`config.mk`:
```
export PLATFORM = sky130hd
export DESIGN_NAME = step_tick_gen
export DESIGN_NICKNAME = d
export VERILOG_FILES = /design/src/rtl/step_tick_gen.sv
export SDC_FILE = /design/constraint.sdc
export NUM_CORES = 1
export LEC_CHECK = 0
export ABC_AREA = 1
export BUFFER_PORTS_ARGS = -buffer_cell sky130_fd_sc_hd__clkbuf_2
export CORE_UTILIZATION = 60
export DETAILED_ROUTE_END_ITERATION = 8
export PLACE_DENSITY = 0.78
export SLEW_MARGIN = 20
export SYNTH_ARGS = -nofsm -noshare
export SYNTH_HDL_FRONTEND = slang
export SYNTH_SLANG_ARGS = --single-unit
```
`constraint.sdc`:
```
create_clock -name i_clk -period 3.05 [get_ports i_clk]
set_clock_uncertainty 0.05 [all_clocks]
set_input_delay 0.4575 -clock i_clk [delete_from_list [all_inputs] [get_ports i_clk]]
set_output_delay 0.4575 -clock i_clk [all_outputs]
set_load 0.02 [all_outputs]
```
`src/rtl/step_tick_gen.sv`:
```
// ---------------------------------------------------------------------------
// step_tick_gen
//
// Pacing stage for the board's 4-bit down counters. It produces a
// single-cycle clock-enable pulse (o_tick) at a selectable power-of-two rate.
// The counters then run on CLOCK_50 qualified by o_tick instead of on a
// divided clock. Two KEY buttons are synchronised and debounced here. One
// toggles between RUN and PAUSE. The other issues one tick per press while
// paused.
//
// Optional feature macro: STEP_AUTOREPEAT_EN
//   defined   : in PAUSE, holding the step key also ticks on every prescaler
//               wrap after the initial press tick, until the key is released.
//   undefined : exactly one tick per step press, whatever the hold time.
//
// Parameters
//   DIV_WIDTH        width of the free-running prescaler (max period 2^DIV_WIDTH)
//   DEBOUNCE_CYCLES  consecutive stable samples needed to change a debounced
//                    level (>= 2)
//   DB_WIDTH         debounce counter width, 2^DB_WIDTH > DEBOUNCE_CYCLES
//
// Ports
//   i_clk           system clock (CLOCK_50)
//   i_rst           synchronous, active-low reset
//   i_div_sel[4:0]  rate select: tick period 2^(n+1), n = min(div_sel, DIV_WIDTH-1)
//   i_key_pause_n   raw pause button, active-low, asynchronous
//   i_key_step_n    raw step button, active-low, asynchronous
//   o_tick          one-cycle enable pulse, registered
//   o_paused        1 while in PAUSE mode, registered
//   o_tick_count    number of ticks emitted, wraps 255 -> 0
// ---------------------------------------------------------------------------
module step_tick_gen #(
  parameter int DIV_WIDTH       = 26,
  parameter int DEBOUNCE_CYCLES = 500000,
  parameter int DB_WIDTH        = 20
) (
  input  logic       i_clk,
  input  logic       i_rst,
  input  logic [4:0] i_div_sel,
  input  logic       i_key_pause_n,
  input  logic       i_key_step_n,
  output logic       o_tick,
  output logic       o_paused,
  output logic [7:0] o_tick_count
);

  typedef enum logic {
    ST_RUN   = 1'b0,
    ST_PAUSE = 1'b1
  } mode_t;

  localparam logic [DB_WIDTH-1:0] DB_LAST = DB_WIDTH'(DEBOUNCE_CYCLES - 1);

  // Key channel index 0 is the pause key, index 1 is the step key.
  logic [1:0]          r_sync1;
  logic [1:0]          r_sync2;
  logic [1:0]          r_db;
  logic [1:0]          r_dbDly;
  logic [1:0]          r_fall;
  logic [1:0]          r_press;
  logic [DB_WIDTH-1:0] r_dbCnt [2];

  logic [DIV_WIDTH-1:0] r_prescaler;
  logic                 r_tick;
  logic [7:0]           r_tickCount;
  mode_t                r_mode;

  logic [4:0]           w_n;
  logic [DIV_WIDTH-1:0] w_mask;
  logic                 w_wrap;
  logic                 w_pausePress;
  logic                 w_stepPress;
  logic                 w_repeat;
  logic                 w_tickNext;

  // Both keys pass through a two-flop synchroniser and then a restartable
  // debounce counter. The debounced level only moves after DEBOUNCE_CYCLES
  // consecutive samples that disagree with it, so a single bounce restarts
  // the count. The press pulse goes through two register stages (falling
  // edge, then pulse). This fixes the press latency at DEBOUNCE_CYCLES+3
  // cycles after the raw key is first sampled low. A release produces no
  // pulse.
  always_ff @(posedge i_clk) begin
    if (!i_rst) begin
      r_sync1    <= 2'b11;
      r_sync2    <= 2'b11;
      r_db       <= 2'b11;
      r_dbDly    <= 2'b11;
      r_fall     <= 2'b00;
      r_press    <= 2'b00;
      r_dbCnt[0] <= '0;
      r_dbCnt[1] <= '0;
    end else begin
      r_sync1 <= {i_key_step_n, i_key_pause_n};
      r_sync2 <= r_sync1;
      for (int k = 0; k < 2; k++) begin
        if (r_sync2[k] != r_db[k]) begin
          if (r_dbCnt[k] == DB_LAST) begin
            r_db[k]    <= r_sync2[k];
            r_dbCnt[k] <= '0;
          end else begin
            r_dbCnt[k] <= r_dbCnt[k] + DB_WIDTH'(1);
          end
        end else begin
          r_dbCnt[k] <= '0;
        end
      end
      r_dbDly <= r_db;
      r_fall  <= r_dbDly & ~r_db;
      r_press <= r_fall;
    end
  end

  assign w_pausePress = r_press[0];
  assign w_stepPress  = r_press[1];

  // Clamp the rate select and build a mask covering prescaler bits [n:0].
  // A wrap is the cycle where all of those bits are ones.
  always_comb begin
    w_n = i_div_sel;
    if (int'(i_div_sel) >= DIV_WIDTH) begin
      w_n = 5'(DIV_WIDTH - 1);
    end
    w_mask = '0;
    for (int i = 0; i < DIV_WIDTH; i++) begin
      w_mask[i] = (i <= int'(w_n));
    end
  end

  assign w_wrap = &(r_prescaler | ~w_mask);

`ifdef STEP_AUTOREPEAT_EN
  logic r_stepHeld;

  // Auto-repeat is armed by a step press accepted in PAUSE. It stays armed
  // while the debounced step level is low, and clears on release or on
  // leaving PAUSE. It only adds wrap ticks after the initial press tick.
  always_ff @(posedge i_clk) begin
    if (!i_rst) begin
      r_stepHeld <= 1'b0;
    end else if (r_mode == ST_PAUSE && w_stepPress && !w_pausePress) begin
      r_stepHeld <= 1'b1;
    end else if (r_db[1] || r_mode == ST_RUN || w_pausePress) begin
      r_stepHeld <= 1'b0;
    end
  end

  assign w_repeat = r_stepHeld && w_wrap;
`else
  assign w_repeat = 1'b0;
`endif

  // The tick decision uses the mode held before any pause toggle in the same
  // cycle. As a result, a simultaneous pause+step from PAUSE still gives its
  // step tick, and the same combination from RUN ignores the step.
  assign w_tickNext = (r_mode == ST_RUN   && w_wrap) ||
                      (r_mode == ST_PAUSE && (w_stepPress || w_repeat));

  // Mode FSM, prescaler, tick and tick counter. The prescaler keeps running
  // in PAUSE so the RUN phase is preserved across a pause/resume. The counter
  // follows the registered tick one cycle later.
  always_ff @(posedge i_clk) begin
    if (!i_rst) begin
      r_prescaler <= '0;
      r_tick      <= 1'b0;
      r_tickCount <= '0;
      r_mode      <= ST_RUN;
    end else begin
      r_prescaler <= r_prescaler + DIV_WIDTH'(1);
      r_tick      <= w_tickNext;
      if (r_tick) begin
        r_tickCount <= r_tickCount + 8'd1;
      end
      if (w_pausePress) begin
        r_mode <= (r_mode == ST_RUN) ? ST_PAUSE : ST_RUN;
      end
    end
  end

  assign o_tick       = r_tick;
  assign o_paused     = (r_mode == ST_PAUSE);
  assign o_tick_count = r_tickCount;

endmodule

```
==> metrics.yaml, run 1 <==
fp-row-count: 32
cts_buffer_depth: 2
rsz0062_at_grt: "false"
dpl_cell_area_um2: 5180
synth_top_family_by_area: "simple AND/OR/NAND/NOR gates"
maxCapViolations: 0
drive_gt1_share_pct: 14.0
n_antenna_cell: 0
htreeDepth: 3
cts_hold_buffers: 0
syn-instance-count: 627
synth_flop_cell: "dfxtp_1"
synth_adder_area_share_pct: 1.03
hp-class: "in -> reg"
synth.area.mux_share_pct: 0
required_ns: 3.09
cts.clk_slew.worst_paths_ns: 0.10
min_period_over_period_pct: 69.2
firstDrtPassIters: 7
r2r_slack_ns: 0.94
cp_max_fo: 20
power_mw: 2.21
cts_tree: "yes"
cts_buffers: 9
via_per_inst: 5.42
gp_congestion: 0.962
worstReg2RegEnd: "r_dbCnt[1][18]"
slew_headroom_pct: 54.9
outcome: "completed"
worst_r2r_path_depth: 6
irDropWorstVdd_v: 0.000278
drc_errors: 0
final_cell_mix: "nand2_1 (119), nor2_1 (84), inv_1 (72)"
grt_pass1_wl_um: 18000
drt_iter0_markers: 218
cp_slowest_cell: "nand2_1"
syn_area_um2: 4850
path_cells: "ha_1 -> nand3_1 -> nor3_1 -> nand3_1 -> nand2_1 -> nor3_1"
cp_num_buf_inv: 0
holdPathStages: 2
p_leak_nw: 2.23
cp.depth: 6
die_area_um2: 8440
synth-xor-area-share_pct: 2.53
fillers: 667
fmax_mhz: 474
final_nets: 700
die_x_um: 91.9
seq_area_um2: 2160
yosys_warnings: 0
power_density_nw_per_um2: 411
first_global_vias: 4112
io_buffer_count: 18
finalHoldViolCount: 0
avgSynthCellArea_um2: 7.73
finalCriticalPeriod_ns: 2.11
reg2reg_from: "r_dbCnt[1][0]"
antenna_found_initial: 0
async_flop_share_pct: 0
start_util_pct: 62.4
cts_resized: 0
yosysSeqAreaShare_pct: 44.6
post-route-util_pct: 69.2
synthSimpleGateAreaFrac_pct: 35.5
grt_max_degree: 29
multiInputGateArea_um2: 2460
antenna_left: 0
grt_usage_pct: 26.6
synth-compound-area-share_pct: 8.65
layout_commonest_cell: "nand2_1"
drv_slew: 0
cp-endpoint: "r_dbCnt[1][18]"
syn_to_final_growth_pct: 10.8
post_drt_wl_per_cell_um: 13.2
drt_wl_total_um: 10500
core_area_um2: 7770
setup_tns_ns: 0
cp_data_arrival_time_ns: 2.15
slowest_delay_ns: 0.55
synth-edff-count: 40
cts-root-buf: "clkbuf_8"
finalSetupViolCount: 0
endpoint_kind: "flop"
fin_area_um2: 5370
cp_top_family: "simple AND/OR/NAND/NOR gates"
cts_setup_buffers: 0
clock_latency_ns: 0.37
crit_path_start: "r_dbCnt[1][0]"
ios: 19
num_vias: 4302
synth-seq-cells: 88
grt_overflow: 0
crit_type: "reg -> reg"
hpwl_um: 7670
fp.dieH_um: 91.9
start_kind: "flop"
cts.sinks: 88
tightest_slew_ns: 0.675
ys_types: 45
[Yosys cell counts, types with 2 or more instances]
master / count / area share (%)
edfxtp_1: 40 / 25
or2_2: 10 / 1.3
a21oi_1: 47 / 4.9
clkbuf_1: 5 / 0.39
nor3_2: 3 / 0.62
dfxtp_1: 48 / 20
nor2_4: 4 / 0.93
o21a_1: 2 / 0.31
nor3_1: 31 / 3.2
nand3_1: 31 / 3.2
nor4_2: 3 / 0.77
inv_1: 72 / 5.6
nor3b_1: 3 / 0.46
nor3b_2: 3 / 0.77
nand4_1: 18 / 2.3
o21ai_0: 18 / 1.9
o211ai_1: 4 / 0.62
nor2_1: 84 / 6.5
nand3_2: 2 / 0.41
ha_1: 4 / 1.0
and3_1: 4 / 0.52
nor3_4: 2 / 0.67
nand2_2: 7 / 0.90
buf_2: 6 / 0.62
inv_2: 12 / 0.93
xor2_1: 11 / 2.0
nand2_4: 3 / 0.70
nand2_1: 119 / 9.2
nor2_2: 7 / 0.90
o21ai_1: 2 / 0.21
xnor2_1: 3 / 0.54
nor4_1: 6 / 0.77
[how the worst min path moves through the flow]
| stage | start | endpoint | slack, ns |
|---|---|---|---|
| floorplan | r_fall[0] | r_press[0] | 0.34 |
| global placement | r_sync1[0] | r_sync2[0] | 0.34 |
| detailed placement | r_sync1[0] | r_sync2[0] | 0.35 |
| CTS | i_key_step_n | r_sync1[1] | 0.21 |
| global route | i_key_pause_n | r_sync1[0] | 0.20 |
| finish | i_key_step_n | r_sync1[1] | 0.22 |
[flip-flops by register name, indices dropped and copies added, names as in the netlist, 2 cells and up]
register,count
r_fall,2
o_tick_count,8
r_dbCnt,40
r_dbDly,2
r_db,2
r_sync1,2
r_sync2,2
r_prescaler,26
r_press,2
[logic make-up after synthesis]
family	after synthesis
adders and majority gates	4
and+or+nand+nor	347
other	1
xor gates and xnor gates	14
buffers and inverters	96
DFF	88
AOI/OAI and AO/OA	77
[stage by stage]
stage | std cells | hold WS (ns) | worst slack, ns
after global placement | 778 | 0.344 | 1.04
after global routing | 794 | 0.205 | 0.772
after CTS | 794 | 0.207 | 0.939
after detailed placement | 778 | 0.348 | 0.951
final | 794 | 0.216 | 0.940
after floorplan | 666 | 0.340 | 1.33
[where the power goes]
part / switching, mW / total, mW / internal, mW
registers: 0.0283 / 1.29 / 1.26
logic: 0.0857 / 0.125 / 0.0396
clock network: 0.464 / 0.793 / 0.330
total: 0.577 / 2.21 / 1.63
[layer usage]
metal / track usage, % / up-vias / share of wire (%)
met5: 0 / - / 0
met4: 10.8 / 0 / 2.7
met3: 5.97 / 32 / 6.0
met2: 46.0 / 156 / 50
met1: 31.9 / 1962 / 42
li1: - / 2152 / -
[layout make-up]
cell class,count,area share [%]
timing repair buffer,21,2.10
multi-input combinational,482,45.9
clock buffer,10,2.56
inverter,85,5.94
clock inverter,6,0.908
sequential,88,40.3
tap,102,2.38
Note: power is estimated with default switching activity, not from simulation.
==> run 2, diff against run 1 <==
--- a/config.mk
+++ b/config.mk
@@ -5,11 +5,11 @@
 export SDC_FILE = /design/constraint.sdc
 export NUM_CORES = 1
 export LEC_CHECK = 0
-export ABC_AREA = 1
+export ABC_AREA = 0
 export BUFFER_PORTS_ARGS = -buffer_cell sky130_fd_sc_hd__clkbuf_2
-export CORE_UTILIZATION = 60
+export CORE_UTILIZATION = 55
 export DETAILED_ROUTE_END_ITERATION = 8
-export PLACE_DENSITY = 0.78
+export PLACE_DENSITY = 0.75
 export SLEW_MARGIN = 20
 export SYNTH_ARGS = -nofsm -noshare
 export SYNTH_HDL_FRONTEND = slang
==> constraint.sdc (replaced) <==
create_clock -name i_clk -period 1.8 [get_ports i_clk]
set_clock_uncertainty 0.05 [all_clocks]
set_input_delay 0.27 -clock i_clk [delete_from_list [all_inputs] [get_ports i_clk]]
set_output_delay 0.27 -clock i_clk [all_outputs]
set_load 0.02 [all_outputs]
==> metrics.yaml, run 2 <==
ys_top_cells_by_count: "dfxtp_1 (48), nor2_1 (44), xor2_1 (43), edfxtp_1 (40), and2_1 (33)"  # was nand2_1 (119), nor2_1 (84), inv_1 (72), dfxtp_1 (48), a21oi_1 (47)
antenna_left: 0  # unchanged
hp-class: "in -> reg"  # unchanged
cp_top_family: "simple AND/OR/NAND/NOR gates"  # unchanged
crit_type: "reg -> reg"  # unchanged
top_register: "r_dbCnt"  # unchanged
ys_types: 45  # unchanged
ys_top_cells_by_area: "edfxtp_1 (28%), dfxtp_1 (22%), xor2_1 (8.6%)"  # was edfxtp_1 (25%), dfxtp_1 (20%), nand2_1 (9.2%)
fp.dieH_um: 91.1  # was 91.9 µm
finalCriticalPeriod_ns: 2.08  # was 2.11 ns
die_x_um: 91.1  # was 91.9 µm
drt_wl_total_um: 8880  # was 10500 µm
required_ns: 1.86  # was 3.09 ns
cts-root-buf: "clkbuf_8"  # unchanged
clock_latency_ns: 0.36  # was 0.37 ns
syn_area_um2: 4370  # was 4850 µm²
drc_errors: 0  # unchanged
hold_ws_ns: 0.0582  # was 0.216 ns
outcome: "finished with violations"  # was completed
die_area_um2: 8300  # was 8440 µm²
synth-seq-cells: 88  # unchanged
grt_pass1_wl_um: 15000  # was 18000 µm
yosysTopAreaCellShare_pct: 27.5  # was 24.8%
syn_to_final_growth_pct: 24.6  # was 10.8%
yosysSeqAreaShare_pct: 49.5  # was 44.6%
post-route-util_pct: 70.8  # was 69.2%
firstDrtPassIters: 4  # was 7
num_vias: 3433  # was 4302
worst_r2r_path_depth: 5  # was 6
min_period_over_period_pct: 115  # was 69.2%
hpwl_um: 6020  # was 7670 µm
fmax_mhz: 482  # was 474 MHz
cts_hold_buffers: 0  # unchanged
seq_area_um2: 2160  # about the same
start_util_pct: 56.8  # was 62.4%
cp_slowest_cell: "or4_4"  # was nand2_1
fillers: 592  # was 667
antenna_found_initial: 0  # unchanged
ios: 19  # unchanged
grt_overflow: 0  # unchanged
cp_data_arrival_time_ns: 2.14  # was 2.15 ns
cp.depth: 5  # was 6
cts.clk_slew.worst_paths_ns: 0.09  # was 0.10 ns
tightest_slew_ns: 0.906  # was 0.675 ns
cp_max_fo: 5  # was 20
gp_congestion: 0.904  # was 0.962
setup_tns_ns: -5.47  # was 0 ns
maxCapViolations: 0  # unchanged
drt_iter0_markers: 168  # was 218
cts_tree: "yes"  # unchanged
holdPathStages: 2  # unchanged
synth-edff-count: 40  # unchanged
core_area_um2: 7690  # was 7770 µm²
yosys_warnings: 0  # unchanged
p_leak_nw: 2.17  # was 2.23 nW
syn-instance-count: 447  # was 627
layout_commonest_cell: "buf_4"  # was nand2_1
path_cells: "or4_4 -> nor4_4 -> and3_4 -> nand3b_4 -> nor2_1"  # was ha_1 -> nand3_1 -> nor3_1 -> nand3_1 -> nand2_1 -> nor3_1
start_kind: "flop"  # unchanged
drv_slew: 0  # unchanged
grt_usage_pct: 22.6  # was 26.6%
avgSynthCellArea_um2: 9.77  # was 7.73 µm²
synth_flop_cell: "dfxtp_1"  # unchanged
finalHoldViolCount: 0  # unchanged
fp-row-count: 32  # unchanged
finalSetupViolCount: 21  # was 0
endpoint_kind: "flop"  # unchanged
cts_buffer_depth: 2  # unchanged
post_drt_wl_per_cell_um: 13.4  # was 13.2 µm
final_nets: 568  # was 700
first_global_vias: 3345  # was 4112
largest_reg_flops: 40  # unchanged
n_antenna_cell: 0  # unchanged
grt_max_degree: 31  # was 29
synth.most_common_cell: "dfxtp_1"  # was nand2_1
final_cell_mix: "buf_4 (50), dfxtp_1 (46), xor2_1 (43)"  # was nand2_1 (119), nor2_1 (84), inv_1 (72)
slew_headroom_pct: 39.4  # was 54.9%
via_per_inst: 5.19  # was 5.42
multiInputGateArea_um2: 2390  # was 2460 µm²
irDropWorstVdd_v: 0.000696  # was 0.000278 V
htreeDepth: 3  # unchanged
fin_ws_ns: -0.276  # was 0.940 ns
rsz0062_at_grt: "true"  # was false
async_flop_share_pct: 0  # unchanged
violations: "setup timing"
cts_buffers: 9  # unchanged
synth_area_leader_cell: "edfxtp_1"  # unchanged
slowest_delay_ns: 0.56  # was 0.55 ns
drive_gt1_share_pct: 22.1  # was 14.0%
cp_num_buf_inv: 0  # unchanged
io_buffer_count: 18  # unchanged
power_density_nw_per_um2: 704  # was 411 nW/µm²
cts.sinks: 88  # unchanged
run 2: kinds of logic (layout without fill, tap and decap cells):
| group | after synthesis | count (layout) | share of synthesized area, % |
|---|---|---|---|
| muxes | 4 | 4 | 0.917 |
| buffers and inverters | 31 | 102 | 3.04 |
| and+or+nand+nor | 220 | 223 | 27.1 |
| AOI/OAI and AO/OA | 32 | 32 | 4.76 |
| DFF | 88 | 88 | 49.5 |
| xor gates and xnor gates | 66 | 66 | 13.2 |
| other | 1 | 40 | 0.0859 |
| adders and majority gates | 5 | 5 | 1.38 |
run 2: final cells by class:
| class | count | share of cell area (%) |
|---|---|---|
| well taps | 102 | 2.35 |
| clock inverters | 7 | 1.52 |
| inverters | 17 | 1.17 |
| clock buffers | 9 | 2.28 |
| repair buffers | 69 | 8.93 |
| flip-flops and latches | 88 | 39.8 |
| multi-input cells | 370 | 44.0 |
run 2: through the flow:
| step | instance area, µm² | power (mW) | instances | setup slack [ns] |
|---|---|---|---|---|
| 4_1_cts | 5340 | 3.84 | 659 | -0.246 |
| 2_1_floorplan | 4530 | 2.33 | 486 | -0.197 |
| 3_5_place_dp | 5040 | 2.42 | 640 | -0.409 |
| 6_report | 5440 | 3.83 | 662 | -0.276 |
| 5_1_grt | 5440 | 3.97 | 662 | -0.336 |
| 3_3_place_gp | 5040 | 2.41 | 640 | -0.361 |
run 2: metal layers:
layer | global-route usage, % | part of all wire, %
met1 | 27.9 | 45
met5 | 0 | 0
met3 | 4.86 | 3.1
met4 | 8.73 | 2.1
met2 | 38.6 | 50
run 2: path summary, 6_finish.rpt:
check                startpoint             end  slack, ns
setup reg to reg  r_dbCnt[0][7]  r_dbCnt[0][19]      -0.28
hold / removal    i_key_pause_n      r_sync1[0]       0.06
hold reg to reg      r_dbDly[1]       r_fall[1]       0.36
setup / recovery  r_dbCnt[0][7]  r_dbCnt[0][19]      -0.28
run 2: report_power, final:
| group | switching (mW) | internal (mW) |
|---|---|---|
| Combinational | 0.128 | 0.0953 |
| Sequential | 0.0385 | 2.13 |
| Clock | 0.763 | 0.670 |
| Total | 0.930 | 2.90 |
run 2: repair_timing:
action,in CTS,in global routing
setup endpoints to repair,26,50
gates cloned,3,0
buffers inserted,0,3
pin swaps,9,2
resized for setup,10,20
==> run 3, diff against run 2 <==
--- a/config.mk
+++ b/config.mk
@@ -10,6 +10,7 @@
 export CORE_UTILIZATION = 55
 export DETAILED_ROUTE_END_ITERATION = 8
 export PLACE_DENSITY = 0.75
+export RECOVER_POWER = 50
 export SLEW_MARGIN = 20
 export SYNTH_ARGS = -nofsm -noshare
 export SYNTH_HDL_FRONTEND = slang
==> metrics.yaml, run 3 (synthesis results as in run 2) <==
power_mw: 3.83  # about the same
power_density_nw_per_um2: 706  # was 704 nW/µm²
via_per_inst: 5.19  # about the same
power_frac_comb_pct: 5.8  # about the same
outcome: "finished with violations"  # unchanged
fmax_mhz: 482  # about the same
rsz0062_at_grt: "true"  # unchanged
cts.clk_slew.worst_paths_ns: 0.09  # about the same
finalHoldViolCount: 0  # unchanged
maxCapViolations: 0  # unchanged
endpoint_kind: "flop"  # unchanged
violations: "setup timing"  # unchanged
hpwl_um: 6020  # unchanged
post_drt_wl_per_cell_um: 13.4  # about the same
r2r_slack_ns: -0.28  # about the same
start_util_pct: 56.8  # unchanged
cts_tree: "yes"  # unchanged
layout_commonest_cell: "buf_4"  # unchanged
switchingPower_mw: 0.931  # was 0.930 mW
htreeDepth: 3  # unchanged
num_vias: 3435  # was 3433
pwr-share-seq_pct: 56.8  # was 56.7%
fp.dieH_um: 91.1  # unchanged
drc_errors: 0  # unchanged
finalSetupViolCount: 21  # unchanged
top_register: "r_dbCnt"  # unchanged
start_kind: "flop"  # unchanged
first_global_vias: 3345  # unchanged
finalCriticalPeriod_ns: 2.08  # about the same
min_period_over_period_pct: 115  # about the same
p_leak_nw: 2.13  # was 2.17 nW
clock_latency_ns: 0.36  # about the same
firstDrtPassIters: 4  # unchanged
final_cell_mix: "buf_4 (48), dfxtp_1 (46), xor2_1 (43)"  # was buf_4 (50), dfxtp_1 (46), xor2_1 (43)
tightest_slew_ns: 0.935  # was 0.906 ns
fp-row-count: 32  # unchanged
ios: 19  # unchanged
drt_iter0_markers: 170  # was 168
cts_buffer_depth: 2  # unchanged
fillers: 599  # was 592
largest_reg_flops: 40  # unchanged
drive_gt1_share_pct: 20.5  # was 22.1%
die_x_um: 91.1  # unchanged
p_int_mw: 2.90  # about the same
cts.sinks: 88  # unchanged
fin_ws_ns: -0.276  # about the same
syn_to_final_growth_pct: 24.2  # was 24.6%
drt_wl_total_um: 8900  # was 8880 µm
cp_max_fo: 5  # unchanged
cp_data_arrival_time_ns: 2.14  # about the same
grt_usage_pct: 22.6  # unchanged
grt_max_degree: 31  # unchanged
setup_tns_ns: -5.46  # was -5.47 ns
crit_type: "reg -> reg"  # unchanged
die_area_um2: 8300  # unchanged
grt_overflow: 0  # unchanged
n_antenna_cell: 0  # unchanged
cts_buffers: 9  # unchanged
grt_pass1_wl_um: 15000  # unchanged
irDropWorstVdd_v: 0.000696  # about the same
pwr-share-clk_pct: 37.5  # was 37.4%
slew_headroom_pct: 37.7  # was 39.4%
io_buffer_count: 18  # unchanged
antenna_found_initial: 0  # unchanged
gp_congestion: 0.904  # unchanged
antenna_left: 0  # unchanged
core_area_um2: 7690  # unchanged
hp-class: "in -> reg"  # unchanged
final_nets: 568  # unchanged
required_ns: 1.86  # about the same
cts-root-buf: "clkbuf_8"  # unchanged
switching_share_pct: 24.3  # about the same
hold_ws_ns: 0.0578  # was 0.0582 ns
drv_slew: 0  # unchanged
[run 3: changes by cell type in the layout (fill, tap and decap cells not counted)]
cell	change
and2_1	-7
and2_0	+7
buf_4	-2
clkbuf_1	+9
clkbuf_2	-7
[run 3: path summary, 6_finish.rpt]
check,end,from,cells after the start
setup / recovery,r_dbCnt[0][19],r_dbCnt[0][7],5
hold / removal,r_sync1[0],i_key_pause_n,2
setup reg to reg,r_dbCnt[0][19],r_dbCnt[0][7],5
hold reg to reg,r_fall[1],r_dbDly[1],2
[run 3: cell type report]
type / count / area [µm²] / share of cell area [%]
repair buffers: 69 / 469 / 8.65
clock buffers: 9 / 124 / 2.28
well taps: 102 / 128 / 2.35
multi-input cells: 370 / 2390 / 44.1
inverters: 17 / 63.8 / 1.18
flip-flops and latches: 88 / 2160 / 39.9
clock inverters: 7 / 82.6 / 1.52
[run 3: layer usage]
layer  wire length [µm]  global-route usage [%]  up-vias  share of wire (%)
met3                266                    4.86       18                3.0
li1                   -                       -     1744                  -
met5                  0                       0        -                  0
met2               4410                    38.6       57                 50
met1               4050                    27.9     1616                 46
met4                167                    8.73        0                1.9
[run 3: per-stage QoR]
step	cell area, µm²	worst slack, ns	std cells	util (%)
floorplan	4530	-0.197	486	-
global placement	5040	-0.361	640	65.6
detailed placement	5040	-0.409	640	65.6
CTS	5340	-0.246	659	69.5
global route	5420	-0.336	662	70.5
finish	5420	-0.276	662	70.5
[run 3: timing repair]
action	4_1_cts	5_1_grt
hold buffers	0	0
pin swaps	9	2
gates resized for setup	10	20
buffers inserted	0	3
endpoints found under the setup margin	26	50
cloned	3	0
[run 3: critical path: stages (launching register included)]
cell and delay (ns):
edfxtp_1 0.41, or4_4 0.56, nor4_4 0.30, and3_4 0.26
nand3b_4 0.18, nor2_1 0.06
[run 3: power groups by stage]
stage	clock [mW]	sequential, mW	combinational [mW]
3_5_place_dp	0	2.22	0.199
4_1_cts	1.46	2.17	0.213
2_1_floorplan	0	2.22	0.118
5_1_grt	1.54	2.18	0.249
3_3_place_gp	0	2.21	0.196
6_report	1.43	2.17	0.222
